[src/rtl/bus_arbiter.sv]
// Four-master round-robin bus arbiter with active-low requests/grants and
// a bounded tenure that preempts the owner while other masters wait.
module bus_arbiter #(
  parameter int unsigned MAX_HOLD = 16
) (
  input  logic       clk,
  input  logic       reset_,
  input  logic       m0_req_,
  input  logic       m1_req_,
  input  logic       m2_req_,
  input  logic       m3_req_,
  output logic       m0_grnt_,
  output logic       m1_grnt_,
  output logic       m2_grnt_,
  output logic       m3_grnt_,
  output logic [1:0] owner,
  output logic       busy
);

  typedef enum logic {
    IDLE    = 1'b0,
    GRANTED = 1'b1
  } state_t;

  localparam logic [7:0] HOLD_LAST = 8'((MAX_HOLD == 0) ? 0 : MAX_HOLD - 1);

  state_t     state_q, state_d;
  logic [1:0] owner_q, owner_d;
  logic [7:0] hold_cnt_q, hold_cnt_d;
  logic [3:0] grnt_q, grnt_d;

  logic [3:0] req;
  logic [3:0] others;
  logic [1:0] idx;
  logic [1:0] win_any, win_other;
  logic       found_any, found_other;
  logic       owner_req, preempt;

  assign req       = ~{m3_req_, m2_req_, m1_req_, m0_req_};
  assign others    = req & ~(4'b0001 << owner_q);
  assign owner_req = req[owner_q];

  // Search owner+1, owner+2, owner+3, owner; the "other" search can never
  // select the owner because its bit is masked out.
  always_comb begin
    idx         = '0;
    win_any     = owner_q;
    win_other   = owner_q;
    found_any   = 1'b0;
    found_other = 1'b0;
    for (int k = 1; k <= 4; k++) begin
      idx = owner_q + 2'(k);
      if (!found_any && req[idx]) begin
        win_any   = idx;
        found_any = 1'b1;
      end
      if (!found_other && others[idx]) begin
        win_other   = idx;
        found_other = 1'b1;
      end
    end
  end

  assign preempt = (MAX_HOLD != 0) && (hold_cnt_q == HOLD_LAST) && owner_req && found_other;

  always_comb begin
    state_d    = state_q;
    owner_d    = owner_q;
    hold_cnt_d = hold_cnt_q;
    case (state_q)
      IDLE: begin
        if (found_any) begin
          state_d    = GRANTED;
          owner_d    = win_any;
          hold_cnt_d = '0;
        end
      end
      GRANTED: begin
        if (!owner_req || preempt) begin
          if (found_other) begin
            owner_d    = win_other;
            hold_cnt_d = '0;
          end else begin
            state_d = IDLE;
          end
        end else if (hold_cnt_q != 8'hFF) begin
          hold_cnt_d = hold_cnt_q + 8'd1;
        end
      end
      default: state_d = IDLE;
    endcase
    grnt_d = (state_d == GRANTED) ? ~(4'b0001 << owner_d) : 4'hF;
  end

  always_ff @(posedge clk or negedge reset_) begin
    if (!reset_) begin
      state_q    <= IDLE;
      owner_q    <= 2'd3;
      hold_cnt_q <= '0;
      grnt_q     <= 4'hF;
    end else begin
      state_q    <= state_d;
      owner_q    <= owner_d;
      hold_cnt_q <= hold_cnt_d;
      grnt_q     <= grnt_d;
    end
  end

  assign m0_grnt_ = grnt_q[0];
  assign m1_grnt_ = grnt_q[1];
  assign m2_grnt_ = grnt_q[2];
  assign m3_grnt_ = grnt_q[3];
  assign owner    = owner_q;
  assign busy     = (state_q == GRANTED);

endmodule

[config.mk]
export PLATFORM = sky130hd
export DESIGN_NAME = bus_arbiter
export DESIGN_NICKNAME = d
export VERILOG_FILES = /design/src/rtl/bus_arbiter.sv
export SDC_FILE = /design/constraint.sdc
export NUM_CORES = 1
export LEC_CHECK = 0
export CAP_MARGIN = 20
export CORE_MARGIN = 2
export CORE_UTILIZATION = 34
export CTS_BUF_LIST = sky130_fd_sc_hd__clkbuf_16
export DETAILED_ROUTE_END_ITERATION = 8
export HOLD_SLACK_MARGIN = 0.06
export PLACE_DENSITY = 0.62
export SLEW_MARGIN = 20
export SYNTH_ARGS = -nofsm -noshare
export SYNTH_HDL_FRONTEND = slang
export SYNTH_SLANG_ARGS = --single-unit
[constraint.sdc]
create_clock -name clk -period 7.92 [get_ports clk]
set_clock_uncertainty 0.2 [all_clocks]
set_input_delay 1.584 -clock clk [delete_from_list [all_inputs] [get_ports clk]]
set_output_delay 1.584 -clock clk [all_outputs]
set_load 0.03 [all_outputs]
Yosys cells after proc, flatten, opt, wreduce, memory -nomap -nowiden

Index checks and enable logic that the tools add are counted.
W data, S select, Z words.

Add/subtract/negate cells: 4
Magnitude comparators: 4
Eq/ne operators: 5
Shift operators: 2
Mux-type cells: 46
Bitwise gates (word level): 5
Reductions and logical operators: 17

Operators by type and width:

| kind                  | count |
|---|---|
| $mux W8               | 4 |
| $mux W2               | 11 |
| $mux W1               | 19 |
| $bmux W1 S2           | 8 |
| $pmux W8 S2           | 1 |
| $lt A2 B3 Y1 const B  | 4 |
| $not A4 Y4            | 3 |
| $add A8 B1 Y8 const B | 1 |
| $eq A8 B4 Y1 const B  | 1 |
| $logic_and A1 B1 Y1   | 8 |
| $ne A8 B8 Y1 const B  | 1 |
| $shl A1 B2 Y4 const A | 2 |
| $logic_not A1 Y1      | 7 |
| $add A2 B2 Y2 const B | 2 |
| $and A4 B4 Y4         | 1 |
| $mux W4               | 1 |
| $pmux W2 S2           | 1 |
| $ne A3 B1 Y1 const B  | 1 |
| $ne A3 B3 Y1 const B  | 1 |
| $reduce_and A3 Y1     | 1 |
| $add A2 B1 Y2 const B | 1 |
| $ne A2 B2 Y1 const B  | 1 |
| $pmux W1 S2           | 1 |
| $logic_or A1 B1 Y1    | 1 |
| $not A1 Y1            | 1 |

Flip-flop bits (word level): 15
Input bits: 6
Output and inout bits: 7
Logic and storage cells: 87

Logic depth before layout (Yosys ltp)

Depth after elaboration: 22
Depth in mapped cells: 12
Depth with buffers taken out: 9

Least setup slack after synthesis

OpenSTA, ideal clock, no wires.

Path type: input to register
From: input port m2_req_
To: register hold_cnt_q[2]
Data arrival time: 2.989 ns
Data required time: 7.649 ns
Path slack: 4.660 ns
Stages on the path: 8
Buffers on the path: 2
Path through: buf_2 > nor2_2 > or4_4 > a31oi_4 > nand2_2 > and2_4 > buf_6 > nor2_1

Word-level cells in the longest chain between the ends: 18

RTL lines:

| what                                                                     | line | source |
|---|---|---|
| start, declared                                                          | 10   | `input logic m2_req_,` |
| $not A4 Y4 (*)                                                           | 39   | `assign req = ~{m3_req_, m2_req_, m1_req_, m0_req_};` |
| $and A4 B4 Y4                                                            | 40   | `assign others = req & ~(4'b0001 << owner_q);` |
| $bmux W1 S2                                                              | 57   | `if (!found_other && others[idx]) begin` |
| $mux W1 (implied by the code)                                            | 57   |  |
| $mux W1                                                                  | 57   |  |
| $logic_not A1 Y1                                                         | 57   |  |
| $logic_and A1 B1 Y1                                                      | 57   |  |
| $mux W1                                                                  | 57   |  |
| (+2 left out)                                                            | n/a  |  |
| $mux W1                                                                  | 57   |  |
| $logic_not A1 Y1                                                         | 57   |  |
| $logic_and A1 B1 Y1                                                      | 57   |  |
| $mux W1                                                                  | 57   |  |
| $logic_and A1 B1 Y1                                                      | 64   | `assign preempt = (MAX_HOLD != 0) && (hold_cnt_q == HOLD_LAST) && owner_req && found_other;` |
| $logic_or A1 B1 Y1                                                       | 79   | `if (!owner_req \|\| preempt) begin` |
| $ne A3 B1 Y1 (no source line), or another cell as far along              | n/a  |  |
| $reduce_and A3 Y1 (no source line) / $pmux W8 S2 (equally long branches) | n/a  |  |
| end signal, assigned                                                     | 104  | `hold_cnt_q <= hold_cnt_d;` |
| end, declared                                                            | 29   | `logic [7:0] hold_cnt_q, hold_cnt_d;` |

Every way passes the cells marked *; elsewhere a longest branch is shown, timed or not. The select of a mux whose other input is x is not followed.
A chain may end at the register's enable or synchronous reset.

Final worst setup path

From: input port m0_req_
To: register hold_cnt_q[0]

Word-level cells in the longest chain between the ends: 18

RTL lines:

| what                                                                     | line | source |
|---|---|---|
| start, declared                                                          | 8    | `input logic m0_req_,` |
| $not A4 Y4 (*)                                                           | 39   |  |
| $and A4 B4 Y4                                                            | 40   |  |
| $bmux W1 S2                                                              | 57   |  |
| $mux W1 (implied by the code)                                            | 57   |  |
| $mux W1                                                                  | 57   |  |
| $logic_not A1 Y1                                                         | 57   |  |
| $logic_and A1 B1 Y1                                                      | 57   |  |
| $mux W1                                                                  | 57   |  |
| (+2 left out)                                                            | n/a  |  |
| $mux W1                                                                  | 57   |  |
| $logic_not A1 Y1                                                         | 57   |  |
| $logic_and A1 B1 Y1                                                      | 57   |  |
| $mux W1                                                                  | 57   |  |
| $logic_and A1 B1 Y1                                                      | 64   |  |
| $logic_or A1 B1 Y1                                                       | 79   |  |
| $ne A3 B1 Y1 (no source line), or another cell as far along              | n/a  |  |
| $reduce_and A3 Y1 (no source line) / $pmux W8 S2 (equally long branches) | n/a  |  |

Marks and branches as above.

==> run_results.csv <==
group,metric,value,unit
run_status,status,"finished clean",
logic_synthesis,synth_top_area_cell,"dfrtp_1",
layout,syn2layout_area_growth,15.92,%
drt,firstDrtPassIters,4,
critical_path,critPathTopFamily,"compound AO/OA/AOI/OAI gates",
sta,fin_ws,4.113,ns
floorplanning,core,0.003390,mm2
logic_synthesis,ys_seq_elements,15,
power_and_ir_drop,fin_total_pwr,608.4,uW
critical_path,reg2reg_from,"owner[0]$_DFF_PN1_",
sta,fmax,262.7,MHz
power_and_ir_drop,p_int,339.9,uW
critical_path,crit_end,"hold_cnt_q[0]$_DFFE_PN0P_",
critical_path,path_buf_inv,1,
sta,tightest_slew,0.8085,ns
critical_path,cpPeakStageDelay,0.72,ns
critical_path,worst-path-stages,6,
clock_network,clock_sinks,15,
sta,period_needed,3.807,ns
drt,via_per_inst,5.589,
sta,rsz0062_at_grt,"false",
clock_network,ctsHoldBuffers,0,
layout,layout.nets,146,
place,place_area,0.001341,mm2
power_and_ir_drop,pwr-share-seq,0.245,
drt,drtIter0Drc,91,
logic_synthesis,ys_top_cells_by_area,"dfrtp_1 18%, dfstp_2 13%, ha_1 5.1%",
logic_synthesis,synthCells,127,
place,gp_congestion,0.8317,
critical_path,crit_start,"m0_req_",
power_and_ir_drop,p_per_area,428.0,mW/mm2
power_and_ir_drop,max-vdd-ir-drop,0.1143,mV
logic_synthesis,synth_cell_types,55,
logic_synthesis,synth-adder-area-share,0.05102,
sta,maxSlewViolCount,0,
floorplanning,initial_core_util,0.3618,
drt,drc,0,
power_and_ir_drop,swShare,0.4413,
logic_synthesis,synth_edf_count,0,
critical_path,critPathMaxFanout,14,
floorplanning,die_w,64.06,um
logic_synthesis,synth_simple_gate_area_frac,0.2500,
logic_synthesis,synth_top_family_by_area,"simple AND/OR/NAND/NOR gates",
logic_synthesis,synth_top_area_share,0.1837,
clock_network,postCtsSetupRepairBufs,0,
logic_synthesis,synth_top_flop_cell,"dfrtp_1",
clock_network,clk_pin_slew,0.05,ns
drt,via_count,1006,
layout,fin_area,0.001421,mm2
floorplanning,die_h,64.06,um
flow_run,drv_cap,0,
clock_network,clk_path_buf_depth,2,
critical_path,critical_path_required,7.85,ns
sta,hold_viol,0,
logic_synthesis,netlist_area,0.001226,mm2
sta,holdWs,0.3352,ns
logic_synthesis,synth_async_sr_flop_share,1.000,
drt,drtAntennaViolNets,0,
logic_synthesis,synth_xor_area_frac,0.04286,
logic_synthesis,avgSynthCellArea,9.655,um2
layout,drive_gt1_frac,0.2388,
critical_path,arrival,3.73,ns
clock_network,clk_latency,0.24,ns
critical_path,start_kind,"primary input",
critical_path,slowest_stage,"o311ai_2",
drt,routed_wl,2610,um
sta,fin_setup_tns,0,ns
floorplanning,rows,21,
layout,diodes,0,
sta,period_share,0.4807,
power_and_ir_drop,clockPowerShare,0.158,
place,port_buffers,12,
floorplanning,ios,13,
grt,grt_pass1_wl,4409,um
critical_path,path_cells,"clkdlybuf4s50_1 > mux2i_1 > o32ai_1 > o311ai_2 > o21ai_1 > mux2_2",
grt,grt_overflow,0,
logic_synthesis,synth_mux_area_frac,0.07143,
grt,grt_usage,0.1336,
power_and_ir_drop,p_switching,268.5,uW
clock_network,numCtsBuffers,3,
logic_synthesis,synth_compound_area_frac,0.2061,
power_and_ir_drop,p_leak,0.5883,nW
critical_path,r2r_slack,4.73,ns
worst_hold_path,hold_path.class,"reg2reg",
layout,layout_common_cells,"12 x nand3_1, 12 x clkdlybuf4s50_1, 9 x dfrtp_1",
sta,final-setup-viol-count,0,
clock_network,htree_levels,1,
grt,first_global_vias,952,
logic_synthesis,ys_seq_area_frac,0.3122,
critical_path,r2r_cells,9,
grt,grt_max_degree,24,
grt,grt_antenna_before_repair,0,
place,dp_hpwl,1913,um
clock_network,ctsResizeCount,0,
clock_network,root_buffer,"clkbuf_16",
logic_synthesis,ys_warn_count,0,
logic_synthesis,syn-num-nets,138,
sta,slew_headroom,0.4601,
floorplanning,die_area,0.004103,mm2
place,post-place-ws,3.841,ns
critical_path,worstSetupPathType,"in2reg",
power_and_ir_drop,combPwrFrac,0.597,
clock_network,cts_tree,"yes",
critical_path,r2r_end,"grnt_q[1]$_DFF_PN1_",
critical_path,setup.worst_path.end_class,"flop",
drt,post_drt_wl_per_cell,14.50,um
## layer usage
layer,part of all wire,vias up,track usage
li1,-,487,-
met1,0.43,490,0.1726
met2,0.51,23,0.2305
met3,0.044,6,0.02289
met4,0.015,0,0.03261
met5,0,-,0
## flip-flops by register name, summed over array words and instances (netlist names)
| register | flops |
|---|---|
| busy | 1 |
| grnt_q | 4 |
| hold_cnt_q | 8 |
| owner | 2 |
## power by group through the flow
stage               Sequential (mW)  Combinational (mW)  Clock (mW)
floorplan                     0.158               0.286           0
global placement              0.149               0.354           0
detailed placement            0.150               0.360           0
CTS                           0.149               0.362       0.100
global route                  0.154               0.397       0.104
finish                        0.149               0.363      0.0964
## per-stage QoR
stage               std cells    util
global route              180  0.4193
finish                    180  0.4193
global placement          176  0.3957
CTS                       180  0.4193
floorplan                 127       -
detailed placement        176  0.3957
## worst reg2reg max path, delay by kind of cell, from the launching register on
family | cells | cell delay (ns)
compound gates | 3 | 0.57
fa+ha+maj | 1 | 0.54
simple gates | 3 | 0.68
buf+inv | 2 | 0.32
flops | 1 | 0.78
## logic make-up after synthesis
kind of cell | count (synthesis)
and+or+nand+nor | 52
AOI/OAI and AO/OA | 29
DFF | 15
buffers and inverters | 14
xor gates and xnor gates | 6
muxes | 6
adders and majority gates | 5
## final cells by class
cell class,count,area [um2]
Sequential cell,15,382.9
Inverter,5,18.77
Timing Repair Buffer,12,120.1
Clock inverter,1,5.005
Multi-Input combinational cell,98,762.0
Clock buffer,3,75.07
Fill cell,318,1968
Tap cell,46,57.56
## cell usage after synthesis (2+ instances only)
master	number
nand3b_1	2
mux2i_1	2
nor2_2	3
a311oi_1	2
buf_4	2
nand2b_1	2
buf_2	4
o21ai_1	2
inv_1	4
nand3_1	12
nor2_1	8
o21ai_0	3
nand2_1	4
mux2_2	2
xor2_1	6
ha_1	5
a31oi_1	3
and3_1	7
mux4_2	2
a21oi_1	2
buf_6	2
dfrtp_1	9
nor4_1	2
dfstp_2	6
## worst min-delay path by stage
stage	slack, ns	start	endpoint	cells past startpoint
finish	0.34	hold_cnt_q[1]$_DFFE_PN0P_	hold_cnt_q[1]$_DFFE_PN0P_	1
global route	0.36	hold_cnt_q[1]$_DFFE_PN0P_	hold_cnt_q[1]$_DFFE_PN0P_	1
detailed placement	0.32	hold_cnt_q[1]$_DFFE_PN0P_	hold_cnt_q[1]$_DFFE_PN0P_	1
CTS	0.34	hold_cnt_q[1]$_DFFE_PN0P_	hold_cnt_q[1]$_DFFE_PN0P_	1
floorplan	0.28	hold_cnt_q[1]$_DFFE_PN0P_	hold_cnt_q[1]$_DFFE_PN0P_	1
global placement	0.31	hold_cnt_q[1]$_DFFE_PN0P_	hold_cnt_q[1]$_DFFE_PN0P_	1
No activity file was read; power rests on OpenSTA's default activity.
